[config.mk]
export PLATFORM = sky130hd
export DESIGN_NAME = sequenciador_mul_div
export DESIGN_NICKNAME = d
export VERILOG_FILES = /design/src/rtl/sequenciador_mul_div.sv
export SDC_FILE = /design/constraint.sdc
export NUM_CORES = 1
export LEC_CHECK = 0
export BUFFER_PORTS_ARGS = -buffer_cell sky130_fd_sc_hd__clkbuf_2
export CAP_MARGIN = 0
export CORE_MARGIN = 2
export CORE_UTILIZATION = 55
export CTS_CLUSTER_DIAMETER = 80
export DETAILED_ROUTE_END_ITERATION = 6
export HOLD_SLACK_MARGIN = 0.06
export PLACE_DENSITY = 0.75
export SLEW_MARGIN = 40
export SYNTH_ARGS = -nofsm -noshare
export SYNTH_HDL_FRONTEND = slang
export SYNTH_SLANG_ARGS = --single-unit
[constraint.sdc]
create_clock -name clk -period 6.05 [get_ports clk]
set_clock_uncertainty 0.15 [all_clocks]
set_input_delay 1.21 -clock clk [delete_from_list [all_inputs] [get_ports clk]]
set_output_delay 1.21 -clock clk [all_outputs]
set_load 0.02 [all_outputs]
[src/rtl/sequenciador_mul_div.sv]
// Multi-cycle multiply/divide sequencer: reads two bank registers, runs a 32-step
// shift-add multiply or restoring divide, and commits HI/LO through LDMULDIV.
module sequenciador_mul_div #(
    parameter int ITER = 32
) (
    input  logic        clk,
    input  logic        reset,
    input  logic        start,
    input  logic [1:0]  op,
    input  logic [4:0]  rs,
    input  logic [4:0]  rt,
    input  logic [31:0] D0,
    input  logic [31:0] D1,
    output logic [4:0]  RL0,
    output logic [4:0]  RL1,
    output logic [7:0]  ctrl,
    output logic [31:0] esc0,
    output logic [31:0] esc1,
    output logic        busy,
    output logic        done,
    output logic        divzero
);

    localparam logic [7:0] CTRL_NONE     = 8'h00;
    localparam logic [7:0] CTRL_LDREG    = 8'h20;
    localparam logic [7:0] CTRL_LDMULDIV = 8'hC0;
    localparam logic [5:0] LAST_ITER     = 6'(ITER - 1);

    typedef enum logic [2:0] {
        S_IDLE, S_READ, S_CAPT, S_CALC, S_WRITE, S_DONE
    } state_t;

    state_t      state_q, state_d;
    logic [1:0]  op_q, op_d;
    logic [5:0]  cnt_q, cnt_d;
    logic [31:0] opnd_q, opnd_d;
    logic [63:0] acc_q, acc_d;
    logic        qsign_q, qsign_d;
    logic        rsign_q, rsign_d;
    logic [7:0]  ctrl_q, ctrl_d;
    logic [4:0]  rl0_q, rl0_d, rl1_q, rl1_d;
    logic [31:0] esc0_q, esc0_d, esc1_q, esc1_d;
    logic        busy_q, busy_d, done_q, done_d, divzero_q, divzero_d;

    function automatic logic [31:0] neg32(input logic [31:0] x);
        return ~x + 32'd1;
    endfunction

    function automatic logic [63:0] neg64(input logic [63:0] x);
        return ~x + 64'd1;
    endfunction

    // acc = {partial product high, remaining multiplier bits}
    function automatic logic [63:0] mul_step(input logic [63:0] acc, input logic [31:0] m);
        logic [32:0] s;
        s = {1'b0, acc[63:32]} + (acc[0] ? {1'b0, m} : 33'd0);
        return {s, acc[31:1]};
    endfunction

    // acc = {partial remainder, dividend bits shifting out / quotient bits shifting in}
    function automatic logic [63:0] div_step(input logic [63:0] acc, input logic [31:0] d);
        logic [32:0] r;
        logic        ge;
        logic [31:0] rem;
        r   = {acc[63:32], acc[31]};
        ge  = (r >= {1'b0, d});
        rem = ge ? (r[31:0] - d) : r[31:0];
        return {rem, acc[30:0], ge};
    endfunction

    logic        accept, is_div, is_signed, a_neg, b_neg, div_by_zero, last_iter;
    logic [31:0] a_abs, b_abs, res_lo, res_hi;
    logic [63:0] acc_step, prod_fix;

    assign accept      = (state_q == S_IDLE) && start;
    assign is_div      = op_q[1];
    assign is_signed   = ~op_q[0];
    assign a_neg       = is_signed & D0[31];
    assign b_neg       = is_signed & D1[31];
    assign a_abs       = a_neg ? neg32(D0) : D0;
    assign b_abs       = b_neg ? neg32(D1) : D1;
    assign div_by_zero = is_div && (D1 == 32'd0);
    assign last_iter   = (cnt_q == LAST_ITER);
    assign acc_step    = is_div ? div_step(acc_q, opnd_q) : mul_step(acc_q, opnd_q);
    assign prod_fix    = qsign_q ? neg64(acc_step) : acc_step;
    assign res_lo      = is_div ? (qsign_q ? neg32(acc_step[31:0]) : acc_step[31:0])
                                : prod_fix[31:0];
    assign res_hi      = is_div ? (rsign_q ? neg32(acc_step[63:32]) : acc_step[63:32])
                                : prod_fix[63:32];

    always_ff @(posedge clk or negedge reset) begin
        if (!reset) begin
            state_q   <= S_IDLE;
            op_q      <= 2'd0;
            cnt_q     <= 6'd0;
            opnd_q    <= 32'd0;
            acc_q     <= 64'd0;
            qsign_q   <= 1'b0;
            rsign_q   <= 1'b0;
            ctrl_q    <= CTRL_NONE;
            rl0_q     <= 5'd0;
            rl1_q     <= 5'd0;
            esc0_q    <= 32'd0;
            esc1_q    <= 32'd0;
            busy_q    <= 1'b0;
            done_q    <= 1'b0;
            divzero_q <= 1'b0;
        end else begin
            state_q   <= state_d;
            op_q      <= op_d;
            cnt_q     <= cnt_d;
            opnd_q    <= opnd_d;
            acc_q     <= acc_d;
            qsign_q   <= qsign_d;
            rsign_q   <= rsign_d;
            ctrl_q    <= ctrl_d;
            rl0_q     <= rl0_d;
            rl1_q     <= rl1_d;
            esc0_q    <= esc0_d;
            esc1_q    <= esc1_d;
            busy_q    <= busy_d;
            done_q    <= done_d;
            divzero_q <= divzero_d;
        end
    end

    always_comb begin
        state_d = state_q;
        case (state_q)
            S_IDLE:  if (start) state_d = S_READ;
            S_READ:  state_d = S_CAPT;
            S_CAPT:  state_d = div_by_zero ? S_WRITE : S_CALC;
            S_CALC:  if (last_iter) state_d = S_WRITE;
            S_WRITE: state_d = S_DONE;
            S_DONE:  state_d = S_IDLE;
            default: state_d = S_IDLE;
        endcase
    end

    // Outputs are registered, so they are derived from the state being entered.
    always_comb begin
        op_d      = op_q;
        cnt_d     = cnt_q;
        opnd_d    = opnd_q;
        acc_d     = acc_q;
        qsign_d   = qsign_q;
        rsign_d   = rsign_q;
        rl0_d     = rl0_q;
        rl1_d     = rl1_q;
        esc0_d    = esc0_q;
        esc1_d    = esc1_q;
        divzero_d = divzero_q;

        ctrl_d = (state_d == S_READ)  ? CTRL_LDREG :
                 (state_d == S_WRITE) ? CTRL_LDMULDIV : CTRL_NONE;
        busy_d = (state_d == S_READ) || (state_d == S_CAPT) ||
                 (state_d == S_CALC) || (state_d == S_WRITE);
        done_d = (state_d == S_DONE);

        if (accept) begin
            op_d      = op;
            rl0_d     = rs;
            rl1_d     = rt;
            divzero_d = 1'b0;
        end

        case (state_q)
            S_CAPT: begin
                qsign_d = a_neg ^ b_neg;
                rsign_d = a_neg;
                cnt_d   = 6'd0;
                opnd_d  = is_div ? b_abs : a_abs;
                acc_d   = {32'd0, is_div ? a_abs : b_abs};
                if (div_by_zero) begin
                    divzero_d = 1'b1;
                    esc0_d    = 32'hFFFF_FFFF;
                    esc1_d    = D0;
                end
            end
            S_CALC: begin
                acc_d = acc_step;
                cnt_d = cnt_q + 6'd1;
                if (last_iter) begin
                    esc0_d = res_lo;
                    esc1_d = res_hi;
                end
            end
            default: ;
        endcase
    end

    assign ctrl    = ctrl_q;
    assign RL0     = rl0_q;
    assign RL1     = rl1_q;
    assign esc0    = esc0_q;
    assign esc1    = esc1_q;
    assign busy    = busy_q;
    assign done    = done_q;
    assign divzero = divzero_q;

endmodule

==> results.py <==
metrics = {
    "run_status": {
        "outcome": "complete, no violations",
    },
    "min_path": {
        "hold_end": "divzero",
        "min_from": "divzero",
        "min_path_cells": 1,
        "hp-class": "reg2reg",
    },
    "run": {
        "drv_cap": 0,
    },
    "finish": {
        "stdcell_count": 2571,
        "drive_gt1_frac": 0.1454,
        "fin_nets": 2324,
        "area_growth_syn_to_layout_pct": 10.94,
        "num-fill-cells": 2569,
        "diodes": 0,
    },
    "setup_path": {
        "cp_max_fo": 7,
        "worst_ep_required_time_ps": 6210,
        "path_buf_inv": 2,
        "startpoint_type": "flip-flop",
        "r2r_cells": 20,
        "worstReg2RegEnd": "esc1[2]",
        "r2r_start": "acc_q[57]",
        "critPathArrivalTime_ps": 5780,
        "path_class": "reg2reg",
        "slowest_stage": "or4_1",
        "critPathMaxStageDelay_ps": 540,
        "path_common_cell": "a21oi_1",
        "path_cells": "ha_1 -> a21oi_1 -> o21ai_0 -> a21oi_1 -> o21a_1 -> nand4_2 -> and2_1 -> inv_1 -> ha_1 -> nand4bb_1 -> or4_1 -> inv_1 -> nand3_1 -> or2_2 -> nand2_1 -> a21oi_1 -> xor2_1 -> nor2_1 -> a21oi_1 -> a21oi_1",
        "reg2reg_slack_ps": 420,
        "cp_top_family": "simple AND/OR/NAND/NOR gates",
        "crit_path_end_kind": "flip-flop",
    },
    "sta": {
        "tightest_slew_ps": 836.7,
        "maxSlewViolCount": 0,
        "setup_viol": 0,
        "slew_headroom": 0.4387,
        "fin_setup_tns_ps": 0,
        "rsz0062_at_grt": "false",
        "setup_slack_ps": 423.8,
        "hold_violations": 0,
        "min_period_over_period": 0.9300,
        "fmax_ghz": 0.1777,
        "fin_crit_ps": 5626,
        "hold_slack_ps": 339.4,
    },
    "clock_tree": {
        "cts_tree": "yes",
        "root_buffer": "clkbuf_16",
        "htree_levels": 4,
        "clk_latency_ps": 460,
        "cts_max_path_buffers": 2,
        "ctsResizeCount": 0,
        "cts_buffers": 17,
        "hold_buffers": 0,
        "post_cts_buffers": 0,
        "clock-sinks": 188,
        "cts.reportedPaths.clkPinSlew_ps": 90,
    },
    "yosys": {
        "synth_area_um2": 16030,
        "synth.distinct_cells": 99,
        "synth_area_leaders": "dfrtp_1 29%, a21oi_1 7.1%, o21ai_0 6.6%",
        "synth_compound_area_frac": 0.2446,
        "synth.area.mux_share": 0.04167,
        "ys.flop_type": "dfrtp_1",
        "ys_seq_area_frac": 0.2934,
        "synth_top_family_by_area": "compound AO/OA/AOI/OAI gates",
        "synth_area_leader_cell": "dfrtp_1",
        "synth-adder-area-share": 0.05634,
        "synth-simple-area-share": 0.2290,
        "yosysTopAreaCellShare": 0.2934,
        "synthArstFlopShare": 1.000,
        "syn_inst": 2073,
        "synth-edff-count": 0,
        "yosysWarnings": 0,
        "synth_xor_area_frac": 0.08522,
        "ys_seq_elements": 188,
        "syn_area_per_cell_um2": 7.734,
    },
    "routing": {
        "drc_errors": 0,
        "drtIter0Drc": 1601,
        "vias_per_cell": 6.333,
        "wl_per_cell_um": 21.48,
        "drt_pass1_iterations": 6,
        "drt-total-wl_um": 55230,
        "antenna_left": 0,
        "vias": 16280,
    },
    "placed_design": {
        "dp_slack_ps": 573.0,
        "dp_cells": 2539,
        "portBuffers": 158,
        "dp_hpwl_um": 41000,
        "place_congestion": 1.000,
    },
    "floorplan": {
        "pin_count": 164,
        "initial_core_util": 0.5586,
        "floorplan.rows": 62,
        "core-area_um2": 28700,
        "die_w_um": 174.7,
        "fp.dieH_um": 174.7,
        "die_area_um2": 30530,
    },
    "global_route": {
        "grt.total_usage": 0.3600,
        "grt_pass1_wl_um": 86270,
        "grt_max_degree": 115,
        "antenna_found_initial": 1,
        "overflow": 0,
        "grt_pass1_vias": 15450,
    },
    "pwr": {
        "peakVddDrop_uv": 312.8,
        "pwr_density_cell_nw_per_um2": 688.7,
        "p_leak_uw": 0.007831,
    },
}
-- final cells by class --
class	count	area [um2]	area share
clock inverters	14	153.9	0.008652
multi-input cells	1695	10590	0.5955
inverters	69	259.0	0.01456
repair buffers	203	1152	0.06479
clock buffers	18	439.2	0.02469
well taps	384	480.5	0.02701
flip-flops and latches	188	4710	0.2648
-- placed cells by master, fill, tap and decap left out, types with 8 or more instances in the layout --
| cell | count |
|---|---|
| mux2i_1 | 44 |
| o21a_1 | 11 |
| xor2_1 | 58 |
| clkbuf_16 | 18 |
| o21ai_1 | 9 |
| dfrtp_1 | 186 |
| nor2_1 | 170 |
| o21ai_0 | 211 |
| xnor2_1 | 98 |
| o41ai_1 | 8 |
| a31oi_1 | 34 |
| mux2_2 | 17 |
| o22ai_1 | 9 |
| nand4_1 | 18 |
| or2_2 | 9 |
| nor4_1 | 11 |
| and3_1 | 23 |
| nor2b_1 | 17 |
| nand2b_1 | 24 |
| a22o_1 | 13 |
| a21oi_1 | 227 |
| a21o_1 | 20 |
| inv_1 | 67 |
| o31ai_1 | 17 |
| a211oi_1 | 14 |
| buf_4 | 44 |
| nand3_1 | 38 |
| ha_1 | 69 |
| clkbuf_2 | 157 |
| nor3_1 | 61 |
| and2_1 | 37 |
| o211ai_1 | 14 |
| nand2_1 | 252 |
| or3_1 | 26 |
-- per-layer routing --
layer | track usage | up-vias | wire (um)
li1 | - | 7585 | -
met1 | 0.5000 | 7813 | 23890
met2 | 0.5621 | 787 | 24570
met3 | 0.06245 | 98 | 4841
met4 | 0.1382 | 0 | 1933
met5 | 0 | - | 0
-- synthesized netlist by cell type, types with 6 or more instances --
cell / number
dfrtp_1: 188
and3_1: 23
nor3b_1: 8
o21ai_1: 9
xnor2_1: 98
nand4_1: 18
nand3_1: 38
clkbuf_1: 81
and4_1: 7
xor2_1: 58
nand2b_1: 25
buf_1: 17
o21a_1: 11
o22ai_1: 9
inv_1: 67
mux2_2: 17
or4_1: 7
a21oi_1: 227
a22o_1: 13
buf_4: 8
or2_2: 9
nor3_1: 63
o21bai_1: 6
a211oi_1: 14
o211ai_1: 14
nor2_1: 172
a21o_1: 20
ha_1: 69
nand2_1: 254
buf_2: 16
mux2i_1: 44
nor2b_1: 18
or3_1: 26
o21ai_0: 211
nor4_1: 11
o31ai_1: 17
a31oi_1: 34
and2_1: 38
o41ai_1: 8
-- worst max-delay path by stage --
stage,start,to,slack (ps),cells past startpoint
finish,acc_q[57],esc1[2],420,20
global route,opnd_q[26],esc1[2],200,21
CTS,acc_q[61],esc1[2],510,20
detailed placement,acc_q[61],esc1[2],570,20
global placement,acc_q[61],esc1[2],640,20
floorplan,acc_q[35],esc1[16],1670,19
-- power breakdown --
group / internal, uW / total [uW] / leakage, uW / switching, uW
combinational: 3260 / 8620 / 0.00525 / 5360
clock: 565 / 1160 / 0.000291 / 594
sequential: 1830 / 2470 / 0.00229 / 633
-- per-stage QoR --
step	utilization	area [um2]	total power (uW)
finish	0.6197	17790	12250
global route	0.6197	17790	13070
CTS	0.6195	17780	12000
detailed placement	0.5989	17190	10780
global placement	0.5983	17170	10690
floorplan	-	16050	8315
-- flip-flops by register name, summed over array words and instances (netlist names) --
name     count
busy         1
esc0        32
ctrl         2
state_q      3
RL1          5
cnt_q        6
esc1        32
qsign_q      1
rsign_q      1
acc_q       64
op_q         2
opnd_q      32
RL0          5
divzero      1
done         1
-- cell families (layout without fill, tap and decap cells) --
logic type,count (synthesis),in the layout
xor gates and xnor gates,156,156
and+or+nand+nor,749,749
other,1,5
adders and majority gates,71,71
muxes,63,63
buffers and inverters,194,304
DFF,188,188
AOI/OAI and AO/OA,651,651
No activity file was read; power rests on OpenSTA's default activity.
